==> src/rtl/apb.sv <==
// rtl/apb.sv - APB3-style register slave wrapping a UART TX/RX pair with internal loopback
//
// Ports:
//   PCLK     in   1   clock, all logic on the rising edge
//   PRESETn  in   1   synchronous active-low reset
//   PADDR    in   32  register word index (0 CTRL, 1 STATS, 2 TX_DATA, 3 RX_DATA)
//   PSEL     in   1   peripheral select
//   PENABLE  in   1   access phase
//   PWRITE   in   1   1 = write, 0 = read
//   PWDATA   in   32  write data
//   PRDATA   out  32  read data (0 unless a read is selected)
//   PREADY   out  1   PSEL & PENABLE, zero wait states

module apb #(
    parameter int CLKS_PER_BIT = 10417
) (
    input  logic        PCLK,
    input  logic        PRESETn,
    input  logic [31:0] PADDR,
    input  logic        PSEL,
    input  logic        PENABLE,
    input  logic        PWRITE,
    input  logic [31:0] PWDATA,
    output logic [31:0] PRDATA,
    output logic        PREADY
);

    localparam int CNT_W = $clog2(CLKS_PER_BIT + 1);
    localparam logic [CNT_W-1:0] BIT_LAST  = CNT_W'(CLKS_PER_BIT - 1);
    localparam logic [CNT_W-1:0] HALF_LAST = CNT_W'((CLKS_PER_BIT - 1) / 2);
    localparam logic [CNT_W-1:0] CNT_ONE   = CNT_W'(1);

    typedef enum logic [1:0] {
        ST_IDLE,
        ST_START,
        ST_DATA,
        ST_STOP
    } uart_state_e;

    // Register state
    logic [3:0]  ctrl_q, ctrl_d;
    logic [7:0]  tx_data_q, tx_data_d;
    logic [7:0]  rx_data_q, rx_data_d;
    logic        tx_en_prev_q, tx_en_prev_d;

    // Transmitter state
    uart_state_e      tx_state_q, tx_state_d;
    logic [CNT_W-1:0] tx_cnt_q, tx_cnt_d;
    logic [2:0]       tx_bit_q, tx_bit_d;
    logic [7:0]       tx_shift_q, tx_shift_d;
    logic             tx_done_q, tx_done_d;

    // Receiver state
    uart_state_e      rx_state_q, rx_state_d;
    logic [CNT_W-1:0] rx_cnt_q, rx_cnt_d;
    logic [2:0]       rx_bit_q, rx_bit_d;
    logic [7:0]       rx_shift_q, rx_shift_d;
    logic             rx_done_q, rx_done_d;
    logic             rx_error_q, rx_error_d;

    logic rx_en, rx_rst, tx_rst, tx_en;
    logic wr_en;
    logic tx_start;
    logic tx_busy, rx_busy;
    logic serial_line;
    logic unused_pwdata;

    assign rx_en  = ctrl_q[0];
    assign rx_rst = ctrl_q[1];
    assign tx_rst = ctrl_q[2];
    assign tx_en  = ctrl_q[3];

    assign wr_en   = PSEL & PENABLE & PWRITE;
    assign PREADY  = PSEL & PENABLE;
    assign tx_busy = (tx_state_q != ST_IDLE);
    assign rx_busy = (rx_state_q != ST_IDLE);

    assign unused_pwdata = ^PWDATA[31:8];

    // A frame starts only on a 0->1 transition of tx_en seen while idle;
    // an edge arriving during a frame is consumed and lost.
    assign tx_start = tx_en & ~tx_en_prev_q & (tx_state_q == ST_IDLE) & ~tx_rst;

    // Register writes
    always_comb begin
        ctrl_d       = ctrl_q;
        tx_data_d    = tx_data_q;
        tx_en_prev_d = tx_en;
        if (wr_en) begin
            case (PADDR)
                32'd0:   ctrl_d    = PWDATA[3:0];
                32'd2:   tx_data_d = PWDATA[7:0];
                default: ;
            endcase
        end
    end

    // Read mux
    always_comb begin
        PRDATA = 32'd0;
        if (PSEL && !PWRITE) begin
            case (PADDR)
                32'd0:   PRDATA = {28'd0, ctrl_q};
                32'd1:   PRDATA = {27'd0, rx_error_q, rx_done_q, rx_busy, tx_done_q, tx_busy};
                32'd2:   PRDATA = {24'd0, tx_data_q};
                32'd3:   PRDATA = {24'd0, rx_data_q};
                default: PRDATA = 32'd0;
            endcase
        end
    end

    // Serial line driven by the transmitter, looped straight into the receiver
    always_comb begin
        serial_line = 1'b1;
        case (tx_state_q)
            ST_START: serial_line = 1'b0;
            ST_DATA:  serial_line = tx_shift_q[0];
            default:  serial_line = 1'b1;
        endcase
    end

    // Transmitter next state
    always_comb begin
        tx_state_d = tx_state_q;
        tx_cnt_d   = tx_cnt_q;
        tx_bit_d   = tx_bit_q;
        tx_shift_d = tx_shift_q;
        tx_done_d  = tx_done_q;
        if (tx_rst) begin
            tx_state_d = ST_IDLE;
            tx_cnt_d   = '0;
            tx_bit_d   = 3'd0;
            tx_done_d  = 1'b0;
        end else begin
            case (tx_state_q)
                ST_IDLE: begin
                    if (tx_start) begin
                        tx_state_d = ST_START;
                        tx_cnt_d   = '0;
                        tx_shift_d = tx_data_q;
                        tx_done_d  = 1'b0;
                    end
                end
                ST_START: begin
                    if (tx_cnt_q == BIT_LAST) begin
                        tx_state_d = ST_DATA;
                        tx_cnt_d   = '0;
                        tx_bit_d   = 3'd0;
                    end else begin
                        tx_cnt_d = tx_cnt_q + CNT_ONE;
                    end
                end
                ST_DATA: begin
                    if (tx_cnt_q == BIT_LAST) begin
                        tx_cnt_d   = '0;
                        tx_shift_d = {1'b0, tx_shift_q[7:1]};
                        if (tx_bit_q == 3'd7) begin
                            tx_state_d = ST_STOP;
                        end else begin
                            tx_bit_d = tx_bit_q + 3'd1;
                        end
                    end else begin
                        tx_cnt_d = tx_cnt_q + CNT_ONE;
                    end
                end
                ST_STOP: begin
                    if (tx_cnt_q == BIT_LAST) begin
                        tx_state_d = ST_IDLE;
                        tx_cnt_d   = '0;
                        tx_done_d  = 1'b1;
                    end else begin
                        tx_cnt_d = tx_cnt_q + CNT_ONE;
                    end
                end
                default: tx_state_d = ST_IDLE;
            endcase
        end
    end

    // Receiver next state
    always_comb begin
        rx_state_d = rx_state_q;
        rx_cnt_d   = rx_cnt_q;
        rx_bit_d   = rx_bit_q;
        rx_shift_d = rx_shift_q;
        rx_done_d  = rx_done_q;
        rx_error_d = rx_error_q;
        rx_data_d  = rx_data_q;
        if (rx_rst) begin
            rx_state_d = ST_IDLE;
            rx_cnt_d   = '0;
            rx_bit_d   = 3'd0;
            rx_done_d  = 1'b0;
            rx_error_d = 1'b0;
            rx_data_d  = 8'd0;
        end else if (!rx_en) begin
            rx_state_d = ST_IDLE;
            rx_cnt_d   = '0;
        end else begin
            case (rx_state_q)
                ST_IDLE: begin
                    if (!serial_line) begin
                        rx_state_d = ST_START;
                        rx_cnt_d   = '0;
                    end
                end
                ST_START: begin
                    // Confirm the start bit at mid-bit; a high line here was a
                    // glitch and leaves the sticky flags untouched.
                    if (rx_cnt_q == HALF_LAST) begin
                        rx_cnt_d = '0;
                        rx_bit_d = 3'd0;
                        if (serial_line) begin
                            rx_state_d = ST_IDLE;
                        end else begin
                            rx_state_d = ST_DATA;
                            rx_done_d  = 1'b0;
                            rx_error_d = 1'b0;
                        end
                    end else begin
                        rx_cnt_d = rx_cnt_q + CNT_ONE;
                    end
                end
                ST_DATA: begin
                    if (rx_cnt_q == BIT_LAST) begin
                        rx_cnt_d   = '0;
                        rx_shift_d = {serial_line, rx_shift_q[7:1]};
                        if (rx_bit_q == 3'd7) begin
                            rx_state_d = ST_STOP;
                        end else begin
                            rx_bit_d = rx_bit_q + 3'd1;
                        end
                    end else begin
                        rx_cnt_d = rx_cnt_q + CNT_ONE;
                    end
                end
                ST_STOP: begin
                    if (rx_cnt_q == BIT_LAST) begin
                        rx_state_d = ST_IDLE;
                        rx_cnt_d   = '0;
                        rx_data_d  = rx_shift_q;
                        rx_done_d  = 1'b1;
                        rx_error_d = ~serial_line;
                    end else begin
                        rx_cnt_d = rx_cnt_q + CNT_ONE;
                    end
                end
                default: rx_state_d = ST_IDLE;
            endcase
        end
    end

    always_ff @(posedge PCLK) begin
        if (!PRESETn) begin
            ctrl_q       <= 4'd0;
            tx_data_q    <= 8'd0;
            rx_data_q    <= 8'd0;
            tx_en_prev_q <= 1'b0;
            tx_state_q   <= ST_IDLE;
            tx_cnt_q     <= '0;
            tx_bit_q     <= 3'd0;
            tx_shift_q   <= 8'd0;
            tx_done_q    <= 1'b0;
            rx_state_q   <= ST_IDLE;
            rx_cnt_q     <= '0;
            rx_bit_q     <= 3'd0;
            rx_shift_q   <= 8'd0;
            rx_done_q    <= 1'b0;
            rx_error_q   <= 1'b0;
        end else begin
            ctrl_q       <= ctrl_d;
            tx_data_q    <= tx_data_d;
            rx_data_q    <= rx_data_d;
            tx_en_prev_q <= tx_en_prev_d;
            tx_state_q   <= tx_state_d;
            tx_cnt_q     <= tx_cnt_d;
            tx_bit_q     <= tx_bit_d;
            tx_shift_q   <= tx_shift_d;
            tx_done_q    <= tx_done_d;
            rx_state_q   <= rx_state_d;
            rx_cnt_q     <= rx_cnt_d;
            rx_bit_q     <= rx_bit_d;
            rx_shift_q   <= rx_shift_d;
            rx_done_q    <= rx_done_d;
            rx_error_q   <= rx_error_d;
        end
    end

endmodule

==> config.mk <==
export PLATFORM = sky130hd
export DESIGN_NAME = apb
export DESIGN_NICKNAME = d
export VERILOG_FILES = /design/src/rtl/apb.sv
export SDC_FILE = /design/constraint.sdc
export NUM_CORES = 1
export LEC_CHECK = 0
export ABC_AREA = 1
export CAP_MARGIN = 10
export CORE_MARGIN = 1.5
export CORE_UTILIZATION = 55
export DETAILED_ROUTE_END_ITERATION = 8
export PLACE_DENSITY = 0.9
export REMOVE_ABC_BUFFERS = 1
export SYNTH_ARGS = -nofsm -noshare
export SYNTH_HDL_FRONTEND = slang
export SYNTH_SLANG_ARGS = --single-unit
==> constraint.sdc <==
create_clock -name PCLK -period 3.87 [get_ports PCLK]
set_clock_uncertainty 0.1 [all_clocks]
set_input_delay 0.774 -clock PCLK [delete_from_list [all_inputs] [get_ports PCLK]]
set_output_delay 0.774 -clock PCLK [all_outputs]
set_load 0.01 [all_outputs]
==> impl_metrics.json <==
{
  "status": "complete, no violations",
  "port_buffers": 53,
  "die_h_um": 93.72,
  "cell_internal_pwr_mw": 1.256,
  "cp_slowest_cell": "clkdlybuf4s50_1",
  "nets": 822,
  "ir_drop_uv": 213.7,
  "place_area_mm2": 0.005026,
  "start_util_pct": 57.68,
  "p_total_mw": 1.617,
  "wire_per_inst_um": 11.66,
  "worstPathRequired_ps": 3000,
  "synth_area_mm2": 0.004527,
  "gp_congestion": 0.8867,
  "vias": 4411,
  "ys_ff_latch": 78,
  "antennaDiodeCount": 0,
  "whs_ps": 357.3,
  "criticalPathCategory": "input port to output pin",
  "cpPeakStageDelay_ps": 540,
  "path_buf_inv": 2,
  "drc_errors": 0,
  "ios": 102,
  "period_needed_ps": 3677,
  "grt-ovfl-total": 0,
  "reg2reg_slack_ps": 1400,
  "rr_endpoint": "rx_cnt_q[4]$_SDFFE_PP0P_",
  "fin_crit_sh_pct": 95.01,
  "insertion_delay_ps": 350,
  "syn2layout_area_growth_pct": 16.86,
  "cp-end-kind": "output pin",
  "final_common_cell": "nand2_1",
  "synthCells": 684,
  "final_cell_mix": "148 x nand2_1, 100 x nor2_1, 85 x inv_1",
  "clkSlewWorstSetupHoldPaths_ps": 70,
  "fp.dieW_um": 93.72,
  "synth_seq_area_share_pct": 34.49,
  "htreeDepth": 3,
  "syn_avg_cell_area_um2": 6.618,
  "fmax_ghz": 0.2720,
  "worstHoldPathType": "flop to flop",
  "r2r_start": "tx_state_q[0]$_SDFFE_PP0P_",
  "sw_frac_of_total_pct": 22.31,
  "slew_viol_final": 0,
  "drv_cap": 0,
  "nFillCells": 638,
  "crit_chain": "clkdlybuf4s50_1 -> nor2_1 -> nand2_1 -> nor2_4 -> nand2_4 -> nor2_4 -> nand2_1 -> nand3_1 -> nand2_2 -> nor2_1 -> clkdlybuf4s50_1",
  "drtAntennaViolNets": 0,
  "crit_fanout": 8,
  "min_from": "rx_data_q[7]$_SDFFE_PP0P_",
  "power.switching_uw": 360.9,
  "dp_worst_setup_slack_ps": 102.0,
  "power_frac_comb_pct": 7.9,
  "synth_cell_types": 41,
  "yosys_warnings": 0,
  "setup_viol": 0,
  "first_pass_iters": 5,
  "worstSetupStartpointType": "input port",
  "relSlewSlack_pct": 59.34,
  "drt_iter0_drc": 269,
  "clockBufferDepth": 2,
  "arrival_ps": 2800,
  "cts_tree": "built",
  "fp-row-count": 32,
  "holdPathEnd": "rx_data_q[7]$_SDFFE_PP0P_",
  "min_path_cells": 2,
  "utilization_pct": 67.41,
  "place_hpwl_mm": 7.314,
  "viasPerCell": 5.214,
  "setup_slack_ps": 193.1,
  "cts_root_buf": "clkbuf_8",
  "grt_usage_pct": 23.78,
  "cts_hold_buf": 0,
  "routed_wl_mm": 9.866,
  "fin_area_mm2": 0.005290,
  "grt_pass1_wl_mm": 16.95,
  "seqPwrFrac_pct": 49.9,
  "reg2reg_depth": 11,
  "first_global_vias": 4073,
  "clkPwrFrac_pct": 42.2,
  "antenna_found_initial": 0,
  "hold_viol_final": 0,
  "grt_max_degree": 29,
  "clock_sinks": 78,
  "core_area_mm2": 0.007848,
  "power.leakage_nw": 2.252,
  "p_per_area_mw_per_mm2": 305.7,
  "layout-drive-gt1-share_pct": 8.199,
  "numCtsBuffers": 9,
  "crit_family": "simple AND/OR/NAND/NOR gates",
  "dieArea_mm2": 0.008783,
  "tightestPinTransition_ps": 609.9
}
==> cell usage after synthesis, drive strengths merged <==
| cell | n | area, µm² |
|---|---|---|
| conb | 1 | 3.750 |
| ha | 13 | 162.7 |
| nand3 | 36 | 185.2 |
| nor2 | 113 | 505.5 |
| nor3 | 25 | 146.4 |
| xor2 | 3 | 26.28 |
| or2 | 3 | 21.27 |
| clkbuf | 2 | 7.510 |
| nor3b | 1 | 7.510 |
| clkinv | 1 | 3.750 |
| dfxtp | 78 | 1562 |
| nand4 | 6 | 37.54 |
| o22ai | 2 | 12.51 |
| nand2 | 160 | 640.6 |
| buf | 32 | 245.2 |
| a211oi | 2 | 20.02 |
| nand3b | 1 | 7.510 |
| o21a | 1 | 7.510 |
| a31oi | 1 | 6.260 |
| o21ai | 60 | 307.8 |
| and3 | 2 | 12.51 |
| inv | 92 | 345.3 |
| xnor2 | 1 | 8.760 |
| a21oi | 48 | 244.0 |
==> power groups by stage <==
stage	registers (mW)	logic, mW	clock network [mW]
final	0.807	0.128	0.682
after global routing	0.808	0.143	0.725
after CTS	0.807	0.126	0.688
after detailed placement	0.826	0.126	0
after global placement	0.826	0.123	0
after floorplan	0.826	0.0613	0
==> layer usage <==
layer  wire [µm]  up-vias  global-route usage, %
li1            -     2236                      -
met1        4167     2002                  27.69
met2        5013      161                  43.18
met3         569       12                  5.663
met4         116        0                  6.592
met5           0        -                      0
==> sequential cells by signal, summed over array words and instances, names as in the netlist, named ones only <==
| signal | flops |
|---|---|
| rx_error_q | 1 |
| rx_bit_q | 3 |
| rx_shift_q | 8 |
| rx_done_q | 1 |
| tx_data_q | 8 |
| rx_cnt_q | 14 |
| tx_bit_q | 3 |
| ctrl_q | 4 |
| tx_state_q | 2 |
| tx_cnt_q | 14 |
| rx_state_q | 1 |
| tx_en_prev_q | 1 |
| tx_shift_q | 8 |
| rx_data_q | 8 |
| tx_done_q | 1 |
==> worst register-to-register path, stage by stage, from the launching register on <==
cell and delay [ps]:
dfxtp_1 340, inv_1 120, ha_1 560, inv_2 220, nand2_2 170, nand2_1 130, nand2_2 170, clkinv_1 270
nand2_1 120, o21ai_0 80, nand2_1 60, inv_1 40
==> layout make-up <==
type,count,area [µm²],share of cell area (%)
repair buffers,56,565.5,10.69
well taps,102,127.6,2.412
inverters,93,349.1,6.599
flip-flops and latches,78,1562,29.52
multi-input cells,502,2465,46.59
clock buffers,11,151.4,2.862
clock inverters,4,70.07,1.325
==> stage by stage <==
step                cells  TNS (ps)
floorplan             673         0
global placement      829         0
detailed placement    829         0
CTS                   844         0
global route          846    -2.770
finish                846         0
==> what timing repair did <==
item,in CTS,in global routing
endpoints found under the setup margin,0,8
buffers inserted,0,2
gates resized for setup,0,8
==> logic make-up after synthesis <==
family          synth area share, %
fa+ha+maj                     3.593
simple gates                  34.55
xor+xnor                     0.7740
flops                         34.49
buf+inv                       13.29
other cells                 0.08284
compound gates                13.21
==> worst max-delay path by stage <==
stage / start / end / slack [ps] / depth (start not counted)
after floorplan: PADDR[15] / PRDATA[0] / 1190 / 9
after global placement: PADDR[31] / PRDATA[3] / 130 / 11
after detailed placement: PADDR[12] / PRDATA[3] / 100 / 11
after CTS: PADDR[13] / PRDATA[4] / 100 / 11
after global routing: PADDR[27] / PRDATA[7] / -3 / 11
final: PADDR[21] / PRDATA[2] / 190 / 11
(Power assumes the default switching activity.)
